[config.mk]
export PLATFORM = sky130hd
export DESIGN_NAME = note_scroll_buffer_flat
export DESIGN_NICKNAME = d
export VERILOG_FILES = /design/src/rtl/note_scroll_buffer_if.sv /design/src/rtl/note_scroll_buffer.sv /design/src/flat_wrapper.sv
export SDC_FILE = /design/constraint.sdc
export NUM_CORES = 1
export LEC_CHECK = 0
export ABC_AREA = 1
export CELL_PAD_IN_SITES_DETAIL_PLACEMENT = 1
export CELL_PAD_IN_SITES_GLOBAL_PLACEMENT = 2
export CORE_ASPECT_RATIO = 1.4
export CORE_UTILIZATION = 31
export DETAILED_ROUTE_END_ITERATION = 7
export GPL_TIMING_DRIVEN = 1
export PLACE_DENSITY_LB_ADDON = 0.1
export SYNTH_ARGS = -nofsm -noshare
export SYNTH_HDL_FRONTEND = slang
export SYNTH_SLANG_ARGS = --single-unit
[constraint.sdc]
create_clock -name CLK -period 1.4 [get_ports CLK]
set_clock_uncertainty 0.2 [all_clocks]
set_input_delay 0.28 -clock CLK [delete_from_list [all_inputs] [get_ports CLK]]
set_output_delay 0.28 -clock CLK [all_outputs]
set_load 0.01 [all_outputs]
[src/rtl/note_scroll_buffer_if.sv]
// Bus bundle for note_scroll_buffer: serial chart input, scroll control and row outputs.
// With NOTE_SCROLL_HIT_EN defined it also carries HIT_MASK, HIT and HIT_ANY.
interface note_scroll_buffer_if #(
    parameter int WIDTH  = 30,
    parameter int DEPTH  = 12,
    parameter int TAP_W  = $clog2(DEPTH),
    parameter int FILL_W = $clog2(DEPTH + 1)
);
    // Handshake: SHIFT_EN is a valid with no ready (the buffer takes DATA_IN on every
    // edge where SHIFT_EN=1); WORD_VALID is a one-cycle valid with no ready.
    logic              DATA_IN;
    logic              SHIFT_EN;
    logic              STEP;
    logic [TAP_W-1:0]  TAP_SEL;
    logic              BIT_OUT;
    logic              WORD_VALID;
    logic [WIDTH-1:0]  BYTE_OUT;
    logic [WIDTH-1:0]  TAP_OUT;
    logic              PENDING;
    logic              OVERRUN;
    logic              FULL;
    logic [FILL_W-1:0] FILL;
`ifdef NOTE_SCROLL_HIT_EN
    logic [WIDTH-1:0]  HIT_MASK;
    logic [WIDTH-1:0]  HIT;
    logic              HIT_ANY;

    modport master (
        output DATA_IN, SHIFT_EN, STEP, TAP_SEL, HIT_MASK,
        input  BIT_OUT, WORD_VALID, BYTE_OUT, TAP_OUT, PENDING, OVERRUN, FULL, FILL,
               HIT, HIT_ANY
    );
    modport slave (
        input  DATA_IN, SHIFT_EN, STEP, TAP_SEL, HIT_MASK,
        output BIT_OUT, WORD_VALID, BYTE_OUT, TAP_OUT, PENDING, OVERRUN, FULL, FILL,
               HIT, HIT_ANY
    );
`else
    modport master (
        output DATA_IN, SHIFT_EN, STEP, TAP_SEL,
        input  BIT_OUT, WORD_VALID, BYTE_OUT, TAP_OUT, PENDING, OVERRUN, FULL, FILL
    );
    modport slave (
        input  DATA_IN, SHIFT_EN, STEP, TAP_SEL,
        output BIT_OUT, WORD_VALID, BYTE_OUT, TAP_OUT, PENDING, OVERRUN, FULL, FILL
    );
`endif
endinterface

[src/rtl/note_scroll_buffer.sv]
// Serial-to-row note buffer feeding a DEPTH-stage scroll delay line with a selectable tap.
// Optional strike-zone hit detection is enabled by defining NOTE_SCROLL_HIT_EN.
module note_scroll_buffer #(
    parameter int WIDTH  = 30,
    parameter int DEPTH  = 12,
    parameter int TAP_W  = $clog2(DEPTH),
    parameter int FILL_W = $clog2(DEPTH + 1)
) (
    input logic                 CLK,
    input logic                 RST,
    note_scroll_buffer_if.slave bus
);
    localparam int CNT_W = $clog2(WIDTH);
    localparam logic [CNT_W-1:0]  LAST_BIT = CNT_W'(WIDTH - 1);
    localparam logic [FILL_W-1:0] FILL_MAX = FILL_W'(DEPTH);

    logic [WIDTH-1:0]  bit_reg_q, bit_reg_d;
    logic [CNT_W-1:0]  bit_cnt_q, bit_cnt_d;
    logic [WIDTH-1:0]  hold_q, hold_d;
    logic              pending_q, pending_d;
    logic              overrun_q, overrun_d;
    logic              word_valid_q, word_valid_d;
    logic [FILL_W-1:0] fill_q, fill_d;
    logic [WIDTH-1:0]  tap_q, tap_d;
    logic [WIDTH-1:0]  stage_q [DEPTH];
    logic [WIDTH-1:0]  stage_d [DEPTH];
    logic              row_done;
    logic [WIDTH-1:0]  shifted;

    assign row_done = bus.SHIFT_EN && (bit_cnt_q == LAST_BIT);
    assign shifted  = {bit_reg_q[WIDTH-2:0], bus.DATA_IN};

    always_comb begin
        bit_reg_d    = bit_reg_q;
        bit_cnt_d    = bit_cnt_q;
        hold_d       = hold_q;
        pending_d    = pending_q;
        overrun_d    = overrun_q;
        word_valid_d = 1'b0;
        fill_d       = fill_q;
        tap_d        = '0;
        for (int i = 0; i < DEPTH; i++) begin
            stage_d[i] = stage_q[i];
        end

        if (bus.SHIFT_EN) begin
            bit_reg_d = shifted;
            bit_cnt_d = row_done ? '0 : bit_cnt_q + CNT_W'(1);
        end

        // STEP consumes the old hold contents before a same-edge completion reloads it.
        if (bus.STEP) begin
            stage_d[0] = pending_q ? hold_q : '0;
            for (int i = 1; i < DEPTH; i++) begin
                stage_d[i] = stage_q[i-1];
            end
            if (fill_q != FILL_MAX) begin
                fill_d = fill_q + FILL_W'(1);
            end
            pending_d = 1'b0;
        end

        if (row_done) begin
            hold_d       = shifted;
            pending_d    = 1'b1;
            word_valid_d = 1'b1;
            if (pending_q && !bus.STEP) begin
                overrun_d = 1'b1;
            end
        end

        if (int'(bus.TAP_SEL) < DEPTH) begin
            tap_d = stage_q[bus.TAP_SEL];
        end
    end

    always_ff @(posedge CLK) begin
        if (RST) begin
            bit_reg_q    <= '0;
            bit_cnt_q    <= '0;
            hold_q       <= '0;
            pending_q    <= 1'b0;
            overrun_q    <= 1'b0;
            word_valid_q <= 1'b0;
            fill_q       <= '0;
            tap_q        <= '0;
            for (int i = 0; i < DEPTH; i++) begin
                stage_q[i] <= '0;
            end
        end else begin
            bit_reg_q    <= bit_reg_d;
            bit_cnt_q    <= bit_cnt_d;
            hold_q       <= hold_d;
            pending_q    <= pending_d;
            overrun_q    <= overrun_d;
            word_valid_q <= word_valid_d;
            fill_q       <= fill_d;
            tap_q        <= tap_d;
            for (int i = 0; i < DEPTH; i++) begin
                stage_q[i] <= stage_d[i];
            end
        end
    end

`ifdef NOTE_SCROLL_HIT_EN
    logic [WIDTH-1:0] hit_q;
    logic             hit_any_q;

    always_ff @(posedge CLK) begin
        if (RST) begin
            hit_q     <= '0;
            hit_any_q <= 1'b0;
        end else begin
            hit_q     <= stage_q[DEPTH-1] & bus.HIT_MASK;
            hit_any_q <= |(stage_q[DEPTH-1] & bus.HIT_MASK);
        end
    end

    assign bus.HIT     = hit_q;
    assign bus.HIT_ANY = hit_any_q;
`endif

    assign bus.BIT_OUT    = bit_reg_q[WIDTH-1];
    assign bus.WORD_VALID = word_valid_q;
    assign bus.BYTE_OUT   = stage_q[DEPTH-1];
    assign bus.TAP_OUT    = tap_q;
    assign bus.PENDING    = pending_q;
    assign bus.OVERRUN    = overrun_q;
    assign bus.FILL       = fill_q;
    assign bus.FULL       = (fill_q == FILL_MAX);
endmodule

[src/flat_wrapper.sv]
// flat-port wrapper written by rule: the top's interface ports become plain ports
module note_scroll_buffer_flat 
#(
    parameter int WIDTH  = 30,
    parameter int DEPTH  = 12,
    parameter int TAP_W  = $clog2(DEPTH),
    parameter int FILL_W = $clog2(DEPTH + 1)
)
  (CLK, RST, bus_DATA_IN, bus_SHIFT_EN, bus_STEP, bus_TAP_SEL, bus_BIT_OUT, bus_WORD_VALID, bus_BYTE_OUT, bus_TAP_OUT, bus_PENDING, bus_OVERRUN, bus_FULL, bus_FILL);
  note_scroll_buffer_if #(.WIDTH(WIDTH), .DEPTH(DEPTH), .TAP_W(TAP_W), .FILL_W(FILL_W)) bus_i ();
  input logic CLK;
  input logic RST;
  input wire logic [$bits(bus_i.DATA_IN)-1:0] bus_DATA_IN;
  input wire logic [$bits(bus_i.SHIFT_EN)-1:0] bus_SHIFT_EN;
  input wire logic [$bits(bus_i.STEP)-1:0] bus_STEP;
  input wire logic [$bits(bus_i.TAP_SEL)-1:0] bus_TAP_SEL;
  output wire logic [$bits(bus_i.BIT_OUT)-1:0] bus_BIT_OUT;
  output wire logic [$bits(bus_i.WORD_VALID)-1:0] bus_WORD_VALID;
  output wire logic [$bits(bus_i.BYTE_OUT)-1:0] bus_BYTE_OUT;
  output wire logic [$bits(bus_i.TAP_OUT)-1:0] bus_TAP_OUT;
  output wire logic [$bits(bus_i.PENDING)-1:0] bus_PENDING;
  output wire logic [$bits(bus_i.OVERRUN)-1:0] bus_OVERRUN;
  output wire logic [$bits(bus_i.FULL)-1:0] bus_FULL;
  output wire logic [$bits(bus_i.FILL)-1:0] bus_FILL;
  assign bus_i.DATA_IN = bus_DATA_IN;
  assign bus_i.SHIFT_EN = bus_SHIFT_EN;
  assign bus_i.STEP = bus_STEP;
  assign bus_i.TAP_SEL = bus_TAP_SEL;
  assign bus_BIT_OUT = bus_i.BIT_OUT;
  assign bus_WORD_VALID = bus_i.WORD_VALID;
  assign bus_BYTE_OUT = bus_i.BYTE_OUT;
  assign bus_TAP_OUT = bus_i.TAP_OUT;
  assign bus_PENDING = bus_i.PENDING;
  assign bus_OVERRUN = bus_i.OVERRUN;
  assign bus_FULL = bus_i.FULL;
  assign bus_FILL = bus_i.FILL;
  note_scroll_buffer #(.WIDTH(WIDTH), .DEPTH(DEPTH), .TAP_W(TAP_W), .FILL_W(FILL_W)) u_core (.CLK(CLK), .RST(RST), .bus(bus_i));
endmodule
==> impl_metrics.env <==
export IMPL_dp_slack_ns=-0.754
export IMPL_root_buffer="clkbuf_16"
export IMPL_p_leak_nw=10.4
export IMPL_synth_async_reset_ratio_pct=0
export IMPL_rsz0062_at_grt="yes"
export IMPL_r2r_setup_slack_ns=-0.20
export IMPL_rows=107
export IMPL_numPortBuffers=77
export IMPL_num_vias=18276
export IMPL_status="complete, but fails checks"
export IMPL_ys_flop_type="dfxtp_1"
export IMPL_die_h_um=295
export IMPL_cts_clk_slew_worst_paths_ns=0.06
export IMPL_power_switching_w=0.00840
export IMPL_synthAdderAreaFrac_pct=0.263
export IMPL_fin_hold_ws_ns=0.0167
export IMPL_dr_pass1_iters=5
export IMPL_critPathKind="register to primary output"
export IMPL_grt_util_all_layers_pct=21.3
export IMPL_end_kind="primary output"
export IMPL_synthMuxAreaShare_pct=0
export IMPL_seq_power_share_pct=45.3
export IMPL_drtAntennaViolNets=0
export IMPL_swShare_pct=26.4
export IMPL_synthTopCellsByArea="dfxtp_1, nor2_1, o21ai_0, nand2_1, nand3_1"
export IMPL_max_clock_freq_mhz=541
export IMPL_arrival_ns=1.37
export IMPL_hold_violations=0
export IMPL_worstHoldEndpoint="u_core.stage_q[9][7]"
export IMPL_initial_core_util_pct=31.3
export IMPL_power_density_nw_per_um2=1280
export IMPL_setup_violations=106
export IMPL_ys_types=22
export IMPL_ys_seq_elements=462
export IMPL_synth_largest_area_cell="dfxtp_1"
export IMPL_antenna_found_initial=0
export IMPL_internal_power_w=0.0234
export IMPL_cts_sinks=462
export IMPL_rr_endpoint="u_core.bus.FILL[2]"
export IMPL_hp_start="bus_STEP"
export IMPL_die_x_um=211
export IMPL_dp_hpwl_um=43800
export IMPL_multiInputGateArea_um2=8980
export IMPL_synth_avg_cell_area_um2=6.97
export IMPL_worst_ep_required_time_ns=0.92
export IMPL_vias_per_cell=4.92
export IMPL_h_tree_depth=2
export IMPL_reg2reg_from="u_core.bus.FILL[0]"
export IMPL_finalCritPeriodShare_pct=132
export IMPL_ys_warn_count=0
export IMPL_fillers=7479
export IMPL_netlist_instances=2726
export IMPL_period_minus_slack_ns=1.85
export IMPL_diodes=0
export IMPL_cts_buffers=50
export IMPL_worstHoldPathCells=4
export IMPL_core_um2=60800
export IMPL_clk_path_buf_depth=3
export IMPL_area_delta_synth_final_pct=30.1
export IMPL_wl_per_cell_um=17.6
export IMPL_die_area_um2=62300
export IMPL_synth_area_um2=19000
export IMPL_synth_edf_count=0
export IMPL_clkLatencyLatePin_ns=0.60
export IMPL_synth_simple_gate_area_share_pct=29.3
export IMPL_netlist_area_leader_share_pct=48.7
export IMPL_grt_pass1_wl_um=106000
export IMPL_io_pins=78
export IMPL_critPathMaxFanout=2
export IMPL_slew_viol_final=0
export IMPL_tightest_slew_ns=0.389
export IMPL_syn_nets=2739
export IMPL_grt_overflow_total=0
export IMPL_grt_max_degree=71
export IMPL_synth_top_family_by_area="simple AND/OR/NAND/NOR gates"
export IMPL_placedCellCount=3598
export IMPL_slew_headroom_pct=74.1
export IMPL_setup_slack_ns=-0.449
export IMPL_fin_cells=3716
export IMPL_nets=2879
export IMPL_drive_gt1_share_pct=19.0
export IMPL_first_global_vias=19292
export IMPL_drt_iter0_drc=748
export IMPL_vdd_ir_drop_max_mv=0.945
export IMPL_failed_checks="setup timing"
export IMPL_regArea_um2=9340
export IMPL_place_congestion=0.784
export IMPL_r2r_cells=11
export IMPL_pwr_share_clk_pct=42.3
export IMPL_finalWirelength_um=65600
export IMPL_critPathLaunchType="register"
export IMPL_drc=0
export IMPL_power_frac_comb_pct=12.4
export IMPL_hold_class="input port to register"
export IMPL_cts_tree="done"
export IMPL_synth_compound_area_share_pct=15.2
export IMPL_cap_violations=0
export IMPL_ys_seq_area_share_pct=48.7
export IMPL_synthXorXnorAreaFrac_pct=0.138
[through the flow]
step | total power (W) | utilization, % | setup TNS, ns | area, um2
floorplan | 0.0166 | - | -0.251 | 19000
global placement | 0.0183 | 36.3 | -185.80 | 22100
detailed placement | 0.0184 | 36.3 | -194.08 | 22100
CTS | 0.0323 | 40.3 | -17.88 | 24500
global route | 0.0332 | 40.7 | -19.58 | 24700
finish | 0.0318 | 40.7 | -13.79 | 24700
[synth_stat cells (2+ instances only)]
master	instances
o21ai_0	399
o21ai_1	15
buf_4	21
buf_2	78
buf_6	2
nor2_1	767
nand2_1	462
inv_1	59
a21oi_1	126
xor2_1	2
inv_2	3
ha_1	4
clkbuf_1	95
o211ai_1	24
clkinv_2	2
dfxtp_1	462
buf_1	16
nand3_1	185
[cells by family after synthesis]
family,Yosys count
flip-flops,462
XOR/XNOR,3
buffers and inverters,276
AO/OA/AOI/OAI,564
adder cells (fa/ha/maj),4
AND/OR/NAND/NOR,1417
[timing repair]
| action | 4_1_cts | 5_1_grt |
|---|---|---|
| cloned | 5 | 1 |
| resized for setup | 515 | 85 |
| pin swaps | 22 | 11 |
| hold endpoints to repair | 17 | 6 |
| endpoints found under the setup margin | 124 | 137 |
| hold buffers | 7 | 1 |
| setup buffers | 24 | 6 |
[per-layer routing]
metal	track usage, %	wire [um]	up-vias	part of all wire, %
met5	0	0	-	0
met4	6.29	1590	0	2.4
met3	2.46	1380	90	2.1
met2	39.9	35200	169	54
met1	25.1	27400	8944	42
li1	-	-	9073	-
[worst max-delay path by stage]
stage / slack (ns) / endpoint / cells after the start / from
floorplan: -0.008 / u_core.bus.TAP_OUT[10] / 9 / bus_TAP_SEL[0]
global placement: -0.73 / u_core.bus.TAP_OUT[29] / 7 / bus_TAP_SEL[2]
detailed placement: -0.75 / u_core.bus.TAP_OUT[0] / 8 / bus_TAP_SEL[2]
CTS: -0.48 / bus_FULL / 5 / u_core.bus.FILL[0]
global route: -0.51 / bus_FULL / 5 / u_core.bus.FILL[0]
finish: -0.45 / bus_FULL / 5 / u_core.bus.FILL[0]
[state kept, by name (all words and copies together) (netlist names)]
register,cells
u_core.bit_cnt_q,5
u_core.bit_reg_q,30
u_core.bus.FILL,4
u_core.bus.OVERRUN,1
u_core.bus.PENDING,1
u_core.bus.TAP_OUT,30
u_core.bus.WORD_VALID,1
u_core.hold_q,30
u_core.stage_q,360
[final cells by class]
type,count,area share [%]
clock buffer,75,6.18
tap,817,4.13
timing repair inverter,2,0.101
clock inverter,10,0.405
multi-input combinational,1988,36.3
inverter,64,1.12
sequential,462,37.8
timing repair buffer,298,14.0
[power groups by stage]
stage / Sequential (W) / Clock, W / Combinational [W]
2_1_floorplan: 0.0145 / 0 / 0.00207
3_3_place_gp: 0.0146 / 0 / 0.00372
3_5_place_dp: 0.0146 / 0 / 0.00379
4_1_cts: 0.0144 / 0.0139 / 0.00399
5_1_grt: 0.0145 / 0.0143 / 0.00441
6_report: 0.0144 / 0.0134 / 0.00394
[worst max-delay path, cell delays in order (launching register included)]
cell	delay, ns
dfxtp_2	0.32
inv_2	0.08
ha_4	0.15
nand3_4	0.06
inv_2	0.06
buf_6	0.09
[cells in the final DEF, fill, tap and decap left out, types with 2 or more instances in the layout]
master,instances
dfxtp_1,394
clkdlybuf4s50_1,5
dfxtp_2,64
o21ai_1,15
buf_8,3
nand2_2,31
buf_2,2
o21ai_2,15
dlygate4sd3_1,6
inv_2,7
nand2_4,14
bufinv_16,2
nor2_1,737
ha_4,2
o21ai_0,384
dfxtp_4,4
buf_4,135
buf_12,63
buf_6,80
inv_1,52
clkinv_8,2
nand3_1,183
a21oi_1,117
clkbuf_1,10
nor2_2,26
o211ai_1,24
clkbuf_16,53
xor2_1,2
clkinv_2,8
a21oi_2,8
nor2_4,4
buf_16,4
inv_4,2
nand2_1,416
clkbuf_8,12
nand2_8,2
(Power assumes the default switching activity.)
